$ cat src/rtl/util_axis_1553_encoder_param.sv
//----------------------------------------------------------------------------
// util_axis_1553_encoder_param
//
// Purpose:
//   Serialises AXI-Stream words into MIL-STD-1553 style Manchester II frames
//   on a differential pair: a sync pattern, WORD_WIDTH data bits (MSB first),
//   an odd parity bit, then an optional idle gap.
//
// Parameters:
//   CLOCK_SPEED - aclk frequency in Hz
//   BIT_RATE    - encoded bit rate in Hz (CLOCK_SPEED/(2*BIT_RATE) = HALF,
//                 must be an integer >= 2)
//   WORD_WIDTH  - data bits per word (4..32)
//   SYNC_BITS   - sync length in bit times
//   GAP_BITS    - idle bit times after each word (0..15)
//
// Ports:
//   aclk          in   sole clock, rising edge
//   arstn         in   synchronous active-low reset
//   s_axis_tdata  in   word to encode, MSB transmitted first
//   s_axis_tvalid in   word valid
//   s_axis_tuser  in   [0] 1=command/status sync, 0=data sync
//                      [1] parity invert (only with the macro below)
//   s_axis_tready out  high only while IDLE
//   diff          out  [1] positive line, [0] negative line, 2'b00 idle
//
// Optional build macro:
//   UTIL_AXIS_1553_ENCODER_PARITY_INJECT_EN - when defined, a latched
//   tuser[1]=1 inverts the transmitted parity bit (error injection).
//----------------------------------------------------------------------------
module util_axis_1553_encoder_param #(
    parameter int CLOCK_SPEED = 20000000,
    parameter int BIT_RATE    = 1000000,
    parameter int WORD_WIDTH  = 16,
    parameter int SYNC_BITS   = 3,
    parameter int GAP_BITS    = 2
) (
    input  logic                  aclk,
    input  logic                  arstn,
    input  logic [WORD_WIDTH-1:0] s_axis_tdata,
    input  logic                  s_axis_tvalid,
    input  logic [7:0]            s_axis_tuser,
    output logic                  s_axis_tready,
    output logic [1:0]            diff
);

    localparam int HALF     = CLOCK_SPEED / (2 * BIT_RATE);
    localparam int SYNC_CYC = 2 * SYNC_BITS * HALF;
    localparam int BIT_CYC  = 2 * HALF;
    localparam int GAP_CYC  = 2 * HALF * GAP_BITS;
    localparam int CNT_MAX  = (SYNC_CYC > BIT_CYC) ?
                              ((SYNC_CYC > GAP_CYC) ? SYNC_CYC : GAP_CYC) :
                              ((BIT_CYC > GAP_CYC) ? BIT_CYC : GAP_CYC);
    localparam int CNT_W    = $clog2(CNT_MAX);
    localparam int BIT_W    = $clog2(WORD_WIDTH);

    localparam logic [CNT_W-1:0] SYNC_MID  = CNT_W'(SYNC_CYC / 2);
    localparam logic [CNT_W-1:0] SYNC_LAST = CNT_W'(SYNC_CYC - 1);
    localparam logic [CNT_W-1:0] HALF_C    = CNT_W'(HALF);
    localparam logic [CNT_W-1:0] BIT_LAST  = CNT_W'(BIT_CYC - 1);
    // IDLE always emits the final line cycle of a frame (see below), so the
    // state that precedes IDLE stops one cycle short.
    localparam logic [CNT_W-1:0] PAR_LAST  = CNT_W'((GAP_BITS == 0) ? (BIT_CYC - 2) : (BIT_CYC - 1));
    localparam logic [CNT_W-1:0] GAP_LAST  = CNT_W'((GAP_BITS == 0) ? 0 : (GAP_CYC - 2));
    localparam logic [BIT_W-1:0] WORD_LAST = BIT_W'(WORD_WIDTH - 1);

    localparam logic [2:0] ST_IDLE   = 3'd0;
    localparam logic [2:0] ST_SYNC   = 3'd1;
    localparam logic [2:0] ST_DATA   = 3'd2;
    localparam logic [2:0] ST_PARITY = 3'd3;
    localparam logic [2:0] ST_GAP    = 3'd4;

    // Elaboration-time parameter checks
    if ((CLOCK_SPEED % (2 * BIT_RATE)) != 0 || HALF < 2) begin : g_bad_rate
        $error("CLOCK_SPEED/(2*BIT_RATE) must be an integer >= 2");
    end
    if (WORD_WIDTH < 4 || WORD_WIDTH > 32) begin : g_bad_width
        $error("WORD_WIDTH must be in 4..32");
    end
    if (GAP_BITS < 0 || GAP_BITS > 15) begin : g_bad_gap
        $error("GAP_BITS must be in 0..15");
    end
    if (SYNC_BITS < 1) begin : g_bad_sync
        $error("SYNC_BITS must be at least 1");
    end

`ifdef UTIL_AXIS_1553_ENCODER_PARITY_INJECT_EN
    logic       parity_flip;
    logic [5:0] tuser_unused;
    assign parity_flip  = s_axis_tuser[1];
    assign tuser_unused = s_axis_tuser[7:2];
`else
    logic       parity_flip;
    logic [6:0] tuser_unused;
    assign parity_flip  = 1'b0;
    assign tuser_unused = s_axis_tuser[7:1];
`endif

    logic [2:0]            state;
    logic [CNT_W-1:0]      cnt;
    logic [BIT_W-1:0]      bit_cnt;
    logic [WORD_WIDTH-1:0] shreg;
    logic                  cmd_sync;
    logic                  parity;
    logic [1:0]            tail;

    // Manchester II symbol: a one is high-then-low, a zero low-then-high.
    function automatic logic [1:0] manch(input logic b, input logic first_half);
        if (first_half) begin
            return b ? 2'b10 : 2'b01;
        end
        return b ? 2'b01 : 2'b10;
    endfunction

    // The FSM leads the line by one cycle: the state held during a cycle
    // decides the diff value registered at the following edge. IDLE is
    // entered for the last line cycle of a frame and drives it from 'tail',
    // which lets the accept edge of the next word coincide with that last
    // cycle so back-to-back frames have no extra idle cycle.
    always_ff @(posedge aclk) begin
        if (!arstn) begin
            state         <= ST_IDLE;
            diff          <= 2'b00;
            s_axis_tready <= 1'b0;
            cnt           <= '0;
            bit_cnt       <= '0;
            shreg         <= '0;
            cmd_sync      <= 1'b0;
            parity        <= 1'b0;
            tail          <= 2'b00;
        end else begin
            case (state)
                ST_IDLE: begin
                    diff          <= tail;
                    tail          <= 2'b00;
                    s_axis_tready <= 1'b1;
                    if (s_axis_tready && s_axis_tvalid) begin
                        shreg         <= s_axis_tdata;
                        cmd_sync      <= s_axis_tuser[0];
                        parity        <= (~^s_axis_tdata) ^ parity_flip;
                        cnt           <= '0;
                        bit_cnt       <= '0;
                        s_axis_tready <= 1'b0;
                        state         <= ST_SYNC;
                    end
                end

                ST_SYNC: begin
                    if (cnt < SYNC_MID) begin
                        diff <= cmd_sync ? 2'b10 : 2'b01;
                    end else begin
                        diff <= cmd_sync ? 2'b01 : 2'b10;
                    end
                    if (cnt == SYNC_LAST) begin
                        cnt   <= '0;
                        state <= ST_DATA;
                    end else begin
                        cnt <= cnt + CNT_W'(1);
                    end
                end

                ST_DATA: begin
                    diff <= manch(shreg[WORD_WIDTH-1], cnt < HALF_C);
                    if (cnt == BIT_LAST) begin
                        cnt   <= '0;
                        shreg <= {shreg[WORD_WIDTH-2:0], 1'b0};
                        if (bit_cnt == WORD_LAST) begin
                            state <= ST_PARITY;
                        end else begin
                            bit_cnt <= bit_cnt + BIT_W'(1);
                        end
                    end else begin
                        cnt <= cnt + CNT_W'(1);
                    end
                end

                ST_PARITY: begin
                    diff <= manch(parity, cnt < HALF_C);
                    if (cnt == PAR_LAST) begin
                        cnt <= '0;
                        if (GAP_BITS == 0) begin
                            tail          <= manch(parity, 1'b0);
                            s_axis_tready <= 1'b1;
                            state         <= ST_IDLE;
                        end else begin
                            state <= ST_GAP;
                        end
                    end else begin
                        cnt <= cnt + CNT_W'(1);
                    end
                end

                ST_GAP: begin
                    diff <= 2'b00;
                    if (cnt == GAP_LAST) begin
                        cnt           <= '0;
                        tail          <= 2'b00;
                        s_axis_tready <= 1'b1;
                        state         <= ST_IDLE;
                    end else begin
                        cnt <= cnt + CNT_W'(1);
                    end
                end

                default: begin
                    diff          <= 2'b00;
                    s_axis_tready <= 1'b0;
                    cnt           <= '0;
                    state         <= ST_IDLE;
                end
            endcase
        end
    end

endmodule

$ cat config.mk
export PLATFORM = sky130hd
export DESIGN_NAME = util_axis_1553_encoder_param
export DESIGN_NICKNAME = d
export VERILOG_FILES = /design/src/rtl/util_axis_1553_encoder_param.sv
export SDC_FILE = /design/constraint.sdc
export NUM_CORES = 1
export LEC_CHECK = 0
export ABC_CLOCK_PERIOD_IN_PS = 5250
export BUFFER_PORTS_ARGS = -buffer_cell sky130_fd_sc_hd__buf_2
export CORE_MARGIN = 3
export CORE_UTILIZATION = 55
export CTS_CLUSTER_SIZE = 8
export DETAILED_ROUTE_END_ITERATION = 16
export GPL_ROUTABILITY_DRIVEN = 1
export PLACE_DENSITY = 0.78
export RECOVER_POWER = 100
export SYNTH_ARGS = -nofsm -noshare
export SYNTH_HDL_FRONTEND = slang
export SYNTH_SLANG_ARGS = --single-unit
$ cat constraint.sdc
create_clock -name aclk -period 5.25 [get_ports aclk]
set_clock_uncertainty 0.1 [all_clocks]
set_input_delay 0.2625 -clock aclk [delete_from_list [all_inputs] [get_ports aclk]]
set_output_delay 0.2625 -clock aclk [all_outputs]
set_load 0.005 [all_outputs]
After elaboration in Yosys (flattened, before gate mapping)
Cells that the tools add are included.
- add/subtract/negate cells: 2
- magnitude comparators: 2
- equality and inequality tests: 15
- multiplexer cells: 41
- bitwise gates (word level): 1
- reductions and logical operators: 13
- operator list (kind ; count):
    $mux 16 ; 2
    $pmux 16 s2 ; 1
    $mux 2 ; 12
    $mux 6 ; 4
    $pmux 6 s4 ; 1
    $mux 3 ; 6
    $reduce_xnor 16->1 ; 1
    $pmux 3 s5 ; 1
    $ne 2x2->1 const B ; 7
    $eq 6x6->1 const B ; 2
    $mux 4 ; 3
    $pmux 2 s4 ; 1
    $pmux 4 s2 ; 1
    $mux 1 ; 7
    $add 6x1->6 const B ; 1
    $eq 3x2->1 const B ; 2
    $eq 6x5->1 const B ; 1
    $lt 6x4->1 const B ; 1
    $lt 6x5->1 const B ; 1
    $reduce_and 2->1 ; 3
    $reduce_and 6->1 ; 1
    $add 4x1->4 const B ; 1
    $eq 4x4->1 const B ; 1
    $pmux 2 s2 ; 1
    other kinds (11) ; 12
- bits in registers: 36
- bits of input ports: 27
- logic and storage cells: 83

Depth between registers and ports, before layout
Gate-level depths: netlist of run 1.
- depth after elaboration: 6
- mapped depth: 8
- mapped depth without buffers: 7

Worst setup path after synthesis of run 1
Ideal clock, no wire load.
- kind: register -> register
- start point: register cnt[1]
- end point: register state[0]
- arrival time: 2.003 ns
- required time: 5.080 ns
- setup slack: 3.077 ns
- cell stages (with the launch flop): 7
- buffers on the path: 0
- path through: dfxtp_1 > ha_1 > nand3b_1 > or3_4 > a221o_1 > or4_1 > a21oi_1
- longest elaborated chain between the ends: 3
- ends and longest elaborated chain (item ; RTL line ; RTL):
    start: declaration ; 100 ; logic [CNT_W-1:0] cnt;
    start signal: assignment ; 158 ; cnt <= cnt + CNT_W'(1);
    start signal: assignment ; 173 ; cnt <= cnt + CNT_W'(1);
    start signal: assignment ; 189 ; cnt <= cnt + CNT_W'(1);
    $eq 6x5->1, or another cell as far along ; 164, 179 ;
    $ne 2x2->1 (no source line) ; - ;
    $reduce_and 6->1 (no source line) * ; - ;
    end signal: assignment ; 168 ; state <= ST_PARITY;
    end signal: assignment ; 184 ; state <= ST_IDLE;
    end signal: assignment ; 186 ; state <= ST_GAP;
    end: declaration ; 99 ; logic [2:0] state;
Mark *: on every way between the ends. The rest lies on a longest branch, timed or not.
A chain may end at the register's enable or synchronous reset.

Final worst setup path of run 1
- start point: register state[1]
- end point: register shreg[12]
- longest elaborated chain between the ends: 3
- ends and longest elaborated chain (item ; RTL line ; RTL):
    start signal: assignment ; 122 ; state <= ST_IDLE;
    start signal: assignment ; 144 ; state <= ST_SYNC;
    start signal: assignment ; 156 ; state <= ST_DATA;
    $eq 3x2->1 or $logic_not 3->1 (tied branches) ; 132 ; case (state)
    $ne 2x2->1 (no source line) or $reduce_bool 2->1 (tied branches) ; - ;
    $reduce_and 3->1 (no source line) ; - ;
    end signal: assignment ; 138 ; shreg <= s_axis_tdata;
    end signal: assignment ; 166 ; shreg <= {shreg[WORD_WIDTH-2:0], 1'b0};
    end: declaration ; 102 ; logic [WORD_WIDTH-1:0] shreg;
Several ways; a longest one is shown, not always the timed one.

==> metrics.md, run 1 <==
| Metric | Value |
|---|---|
| Nets | `~280` |
| Crit Path Category | `flop to flop` |
| RSZ-0062 raised after global routing | `no` |
| I/O Pins | `30` |
| Utilization after layout | `between 60% and 70%` |
| Cells after Synth | `approximately 240` |
| DP Wirelength | `~2.6 mm` |
| Final Non-Filler Cells | `approximately 300` |
| Via density | `5.51` |
| CP Max Fanout | `31` |
| Complex-gate fraction of the synthesized area | `18.1%` |
| Area Growth Syn to Fin | `12.2%` |
| Drt total wl | `about 3.7 mm` |
| Inst Count DP | `about 290` |
| Post-Syn Nets | `266` |
| CP required | `about 5.4 ns` |
| Largest family of logic cells by synthesized area | `simple AND/OR/NAND/NOR gates` |
| Worst reg2reg setup slack | `about 1.9 ns` |
| Area contributors post-synth | `dfxtp_1 37%, nand2_1 9.9%, xnor2_1 7.7%` |
| Synth warnings | `0` |
| Initial antenna violation count | `0` |
| # setup viols final | `0` |
| H-tree Lvls | `2` |
| Fin crit share | `a little over three fifths` |
| DR iter-0 viols | `130` |
| Routed WL per cell | `~12 microns` |
| Synth cell count leaders | `48 x nand2_1, 34 x dfxtp_1, 29 x nor2_1` |
| Ant diodes | `0` |
| WP data arrival | `approximately 3.5 ns` |
| Seq/Total Area, Yosys | `between 30% and 40%` |
| Max Cap Viol | `1` |
| Area leader, netlist | `dfxtp_1` |
| Die ar. | `4040 sq um` |
| CP cell instances | `nor2b_1 -> nand2b_1 -> o21ai_1 -> nor2_1 -> a311oi_1` |
| Clock Tree Buf Depth | `2` |
| Synth Area per Inst | `just under 8 sq um` |
| Fraction of registers with async set/reset | `0%` |
| Max VDD drop | `242 uV` |
| Yosys cell types | `40` |
| Core area | `about 3100 sq um` |
| Adder-Cell Fraction of Synth Area | `~2%` |
| Top cell type's share of synthesized area | `between 30% and 40%` |
| Clk Latency, worst-skew pair | `0.34 ns` |
| Violated checks | `capacitance limit, slew limit` |
| Post-CTS Resized | `0` |
| TritonCTS Sinks | `34` |
| Slew of the pin with the lowest slew margin | `1.86 ns` |
| Vias in the first global route | `1514` |
| CTS root buffer | `clkbuf_4` |
| # hold bufs at CTS | `0` |
| Overall Global Routing Usage | `approximately 20%` |
| Site row count | `20` |
| Initial Util | `between 50% and 60%` |
| Most common flop cell mapped by yosys | `dfxtp_1` |
| PD cells | `a little over 300 nW/um^2` |
| Status | `finished, violations left` |
| HP Class | `input pin to flop` |
| Final Wtd Congestion | `~0.78` |
| Post-layout min period | `3.32 ns` |
| Achievable Freq | `301 MHz` |
| Worst-path clk slew | `between 0.1 and 0.15 ns` |
| Delay-heaviest family, CP | `compound AO/OA/AOI/OAI gates` |
| DRC errors left | `0` |
| Crit path buffers/inverters | `0` |
| Max incr delay on CP | `roughly 1.6 ns` |
| Critical path launch point type | `flop` |
| Port Buffers | `22` |
| CTS buffer count | `5` |
| Die W | `approximately 64 microns` |
| Antenna Nets Post-Route | `0` |
| Post-CTS Setup Bufs | `0` |
| Final hold viol count | `0` |
| Post-synthesis cell area | `around 1800 sq um` |
| Portion of netlist area occupied by mux cells | `less than 1%` |
| First-pass GRT wire length | `between 6 and 7 mm` |
| XOR/XNOR Fraction of Synth Area | `~9%` |
| Final max-slew violation count | `32` |
| FF+latch count, synth | `34` |
| Critical Path Slowest Stage Cell | `o21ai_1` |
| Largest net degree at the start of global routing | `32` |
| CTS tree | `built` |
| Share of cells above drive strength 1 | `12.6%` |
| Leakage | `between 0.7 and 0.8 nW` |
| EDFF count, synth | `0` |
| Worst Setup End Kind | `flop` |
| TritonRoute pass-1 iters | `4` |
| Final setup TNS | `0 ns` |
| Synth Area in Simple Gates | `between 20% and 30%` |
| Vias | `1635` |
| Slew headroom | `-24.8%` |
| Die height | `63.6 microns` |
| Grt total ovfl | `0` |
| Top-count cell post-synth | `nand2_1` |
==> worst min-delay path, delay by kind of cell <==
kind                   cells  cell delay, ns
buffers and inverters      1            0.09
AO/OA/AOI/OAI              1            0.06
AND/OR/NAND/NOR            1            0.05
==> where the power goes <==
group / switching, mW / internal (mW)
Combinational: 0.0506 / 0.0437
Sequential: 0.0131 / 0.275
Clock: 0.0904 / 0.161
Total: 0.154 / 0.480
==> final timing paths <==
check / from / endpoint / depth (start not counted)
min: s_axis_tuser[0] / cmd_sync / 3
max: state[1] / shreg[12] / 5
min reg2reg: shreg[0] / shreg[1] / 2
max reg2reg: state[1] / shreg[12] / 5
==> final cells by class <==
class	instances	area, sq um
Multi-Input combinational cell	181	1060
Fill cell	288	1060
Sequential cell	34	681
Timing Repair Buffer	23	118
Clock inverter	2	60.1
Tap cell	44	55.1
Clock buffer	6	51.3
Inverter	7	26.3
==> sequential cells by signal (all words and copies together) (netlist names) <==
register / flops
s_axis_tready: 1
parity: 1
state: 3
bit_cnt: 4
diff: 2
shreg: 16
cmd_sync: 1
cnt: 6
==> per-stage QoR <==
step / worst slack (ns) / hold WS (ns) / instance area [sq um] / total power, mW
2_1_floorplan: 3.08 / 0.280 / 1820 / 0.363
3_3_place_gp: 2.57 / 0.360 / 1940 / 0.387
3_5_place_dp: 2.50 / 0.367 / 1940 / 0.389
4_1_cts: 2.47 / 0.0639 / 2060 / 0.640
5_1_grt: 1.37 / 0.0662 / 2050 / 0.668
6_report: 1.93 / 0.0762 / 2050 / 0.634
==> layout by cell type, fill, tap and decap left out, drive strengths merged, types with 5 or more instances in the layout <==
cell type,n
o21ai,5
buf,23
a31oi,6
a21oi,6
clkbuf,6
nand3,10
dfxtp,34
inv,6
xnor2,16
nor2,29
a311oi,15
nor2b,6
nand2,48
==> metal layers <==
metal	wire (microns)	share of wire (%)	global-route usage (%)	vias up
met4	62	1.7	8.89	0
met5	0	0	0	-
met3	118	3.2	4.99	8
met1	1820	49	24.3	755
met2	1690	46	33.8	21
li1	-	-	-	851
==> kinds of logic after synthesis <==
logic type,Yosys count
compound gates,45
xor+xnor,19
fa+ha+maj,3
buf+inv,21
flops,34
mux,1
simple gates,113
No activity file was read; power rests on OpenSTA's default activity.
==> run 2: changes to the inputs <==
- ABC_AREA: not set -> 1
- ABC_CLOCK_PERIOD_IN_PS: 5250 -> 2830
- CORE_UTILIZATION: 55 -> 51
- PLACE_DENSITY: 0.78 -> 0.75
- clock period: 5.25 -> 2.83 ns (I/O delays scaled with it)
==> run 2 against run 1 <==
  * The run now ends clean
  * Synthesized cell count is 33% higher
  * First-iteration DRC count is 21% lower
  * Worst setup slack worse by 1.3 ns
  * Sequential power is 120% higher
  * Non-clock buffer count is 1 lower
  * Die area is 18% higher
==> metrics.md, run 2 <==
| Metric | Value |
|---|---|
| Worst Setup SP | `cnt[1]` |
| # setup viols final | `0 (unchanged)` |
| Synth warnings | `0 (unchanged)` |
| WHS | `0.0177 ns (-0.0585 ns)` |
| Worst-path clk slew | `0.07 ns (-0.04 ns)` |
| Reg with most FFs | `shreg` |
| Die ar. | `4790 sq um (+18%)` |
| Post-CTS Resized | `0 (unchanged)` |
| DRC errors left | `0 (unchanged)` |
| Max VDD drop | `468 uV (+93%)` |
| Filler instances | `376 (+31%)` |
| Port Buffers | `22 (unchanged)` |
| Final setup TNS | `0 ns (unchanged)` |
| Drt total wl | `4.18 mm (+13%)` |
| Share of cells above drive strength 1 | `11.0% (-1.6 points)` |
| Synth Area per Inst | `6.47 sq um (-16%)` |
| Top-count cell post-synth | `nand2_1` |
| R2R Path End | `state[1]` |
| RSZ-0062 raised after global routing | `no` |
| I/O Pins | `30 (unchanged)` |
| Antenna Nets Post-Route | `0 (unchanged)` |
| R2R depth | `8 (+3)` |
| Vias | `1925 (+18%)` |
| Slew of the pin with the lowest slew margin | `0.631 ns (-1.23 ns)` |
| Die height | `69.2 microns (+8.8%)` |
| Via density | `5.01 (-8.9%)` |
| Most frequent cells in the layout | `119 x nand2_1, 34 x inv_1, 34 x dfxtp_1, 22 x buf_2, 21 x o21ai_0` |
| Slew headroom | `57.8% (+83 points)` |
| Final max-slew violation count | `0 (-100%)` |
| # hold bufs at CTS | `0 (unchanged)` |
| Top cell type's share of synthesized area | `33.4% (-3.9 points)` |
| Post-CTS Setup Bufs | `0 (unchanged)` |
| Largest net degree at the start of global routing | `32 (unchanged)` |
| Final hold viol count | `0 (unchanged)` |
| Utilization after layout | `59.4% (-6.5 points)` |
| Achievable Freq | `462 MHz (+53%)` |
| Commonest non-fill, non-tap cell in the layout | `nand2_1` |
| TritonRoute pass-1 iters | `4 (unchanged)` |
| FF+latch count, synth | `34 (unchanged)` |
| Initial Util | `54.4% (-4.3 points)` |
| Area contributors post-synth | `dfxtp_1 33%, nand2_1 22%, inv_1 5.9%` |
| Worst Setup End Kind | `flop` |
| HP Class | `input pin to flop` |
| Status | `complete, no violations` |
| DP Wirelength | `3.10 mm (+21%)` |
| Max Cap Viol | `0 (-1)` |
| Synth cell count leaders | `118 x nand2_1, 34 x dfxtp_1, 32 x inv_1` |
| Max incr delay on CP | `0.44 ns (-1.11 ns)` |
| Initial antenna violation count | `0 (unchanged)` |
| Most common flop cell mapped by yosys | `dfxtp_1` |
| PD cells | `751 nW/um^2 (+140%)` |
| EDFF count, synth | `0 (unchanged)` |
| Clk Latency, worst-skew pair | `0.28 ns (-0.06 ns)` |
| WP data arrival | `2.24 ns (-1.22 ns)` |
| Nets | `365 (+29%)` |
| Overall Global Routing Usage | `18.4% (-1.8 points)` |
| Crit Path Category | `flop to flop` |
| Routed WL per cell | `10.9 microns (-12%)` |
| Cells after Synth | `315 (+33%)` |
| Clock Tree Buf Depth | `2 (unchanged)` |
| Top flop regs | `shreg: 16 flops, cnt: 6 flops, bit_cnt: 4 flops` |
| HP Start | `s_axis_tuser[0]` |
| Post-synthesis cell area | `2040 sq um (+12%)` |
| Seq/Total Area, Yosys | `33.4% (-3.9 points)` |
| Final Wtd Congestion | `0.879 (+12%)` |
| Area Growth Syn to Fin | `9.15%` |
| DR iter-0 viols | `103 (-21%)` |
| Largest register FFs | `16 (unchanged)` |
| TritonCTS Sinks | `34 (unchanged)` |
| Core area | `3740 sq um (+21%)` |
| Critical Path Slowest Stage Cell | `dfxtp_1` |
| Die W | `69.2 microns (+8.8%)` |
| Area leader, netlist | `dfxtp_1` |
| Leakage | `1.09 nW (+39%)` |
| Post-layout min period | `2.17 ns (-1.16 ns)` |
| Post-Syn Nets | `345 (+30%)` |
| Ant diodes | `0 (unchanged)` |
| Fin crit share | `76.5% (+13 points)` |
| WHS Path Cells | `3 (unchanged)` |
| CP cell instances | `ha_1 -> nand4_1 -> nand2_1 -> nand2_1 -> nor2_1 -> nand2_2 -> nor3_1 -> nor2_1` |
| CTS root buffer | `clkbuf_8` |
| Yosys cell types | `31 (-23%)` |
| CTS buffer count | `5 (unchanged)` |
| Critical path launch point type | `flop` |
| CTS tree | `built` |
| CP Max Fanout | `7 (-77%)` |
| Worst reg2reg setup slack | `0.66 ns (-1.26 ns)` |
| Grt total ovfl | `0 (unchanged)` |
| First-pass GRT wire length | `7.50 mm (+15%)` |
| Fraction of registers with async set/reset | `0% (unchanged)` |
| Site row count | `22 (+10%)` |
| Vias in the first global route | `1763 (+16%)` |
| R2r startpoint | `cnt[1]` |
| Hold EP | `cmd_sync` |
| H-tree Lvls | `2 (unchanged)` |
| CP required | `2.90 ns (-2.49 ns)` |
==> run 2: cell count changes after synthesis, sizes merged, moves of 10 or more <==
cell / delta
nand2: +73
inv: +30
o21ai: +20
a311oi: -15
xnor2: -12
a21oi: +10
a31oi: +10
==> run 2: cell families after synthesis <==
group	Yosys count	synth area share (%)
AO/OA/AOI/OAI	60	16.9
XOR/XNOR	13	5.59
adder cells (fa/ha/maj)	3	1.84
buffers and inverters	45	9.52
flip-flops	34	33.4
AND/OR/NAND/NOR	160	32.8
==> run 2: critical path: cells and delay by family (launching register included) <==
kind                     cells  cell delay (ns)
flip-flops                   1             0.44
AND/OR/NAND/NOR              7             1.27
adder cells (fa/ha/maj)      1             0.23
==> run 2: where the power goes <==
group | total, mW | internal (mW) | switching (mW) | leakage [nW]
Clock | 0.367 | 0.196 | 0.171 | 0.0482
Combinational | 0.682 | 0.211 | 0.471 | 0.760
Sequential | 0.621 | 0.572 | 0.0491 | 0.277
Total | 1.67 | 0.980 | 0.691 | 1.09
==> run 2: final cells by class <==
class | instances | area (sq um) | share of cell area (%)
Clock buffer | 7 | 86.3 | 3.88
Clock inverter | 1 | 5.00 | 0.225
Inverter | 36 | 138 | 6.19
Multi-Input combinational cell | 236 | 1140 | 51.5
Sequential cell | 34 | 681 | 30.6
Tap cell | 48 | 60.1 | 2.70
Timing Repair Buffer | 22 | 110 | 4.95
==> run 2: worst max-delay path by stage <==
stage / endpoint / slack, ns / cells past startpoint
6_report: state[1] / 0.66 / 8
5_1_grt: state[1] / 0.46 / 8
4_1_cts: shreg[13] / 0.74 / 7
3_5_place_dp: shreg[1] / 0.74 / 7
3_3_place_gp: shreg[13] / 0.77 / 7
2_1_floorplan: state[1] / 1.26 / 8
==> run 2: routing by layer <==
layer	vias up	GRT usage, %	routed length, microns
li1	1044	-	-
met1	836	25.3	2070
met2	39	29.4	1870
met3	6	3.77	190
met4	0	4.77	54
met5	-	0	0
==> run 2: stage by stage <==
stage | worst slack, ns | power, mW | instances | instance area (sq um)
after floorplan | 1.26 | 1.21 | 315 | 2040
after global placement | 0.769 | 1.33 | 376 | 2150
after detailed placement | 0.741 | 1.34 | 376 | 2150
after CTS | 0.738 | 1.70 | 384 | 2240
after global routing | 0.456 | 1.81 | 384 | 2220
final | 0.664 | 1.67 | 384 | 2220
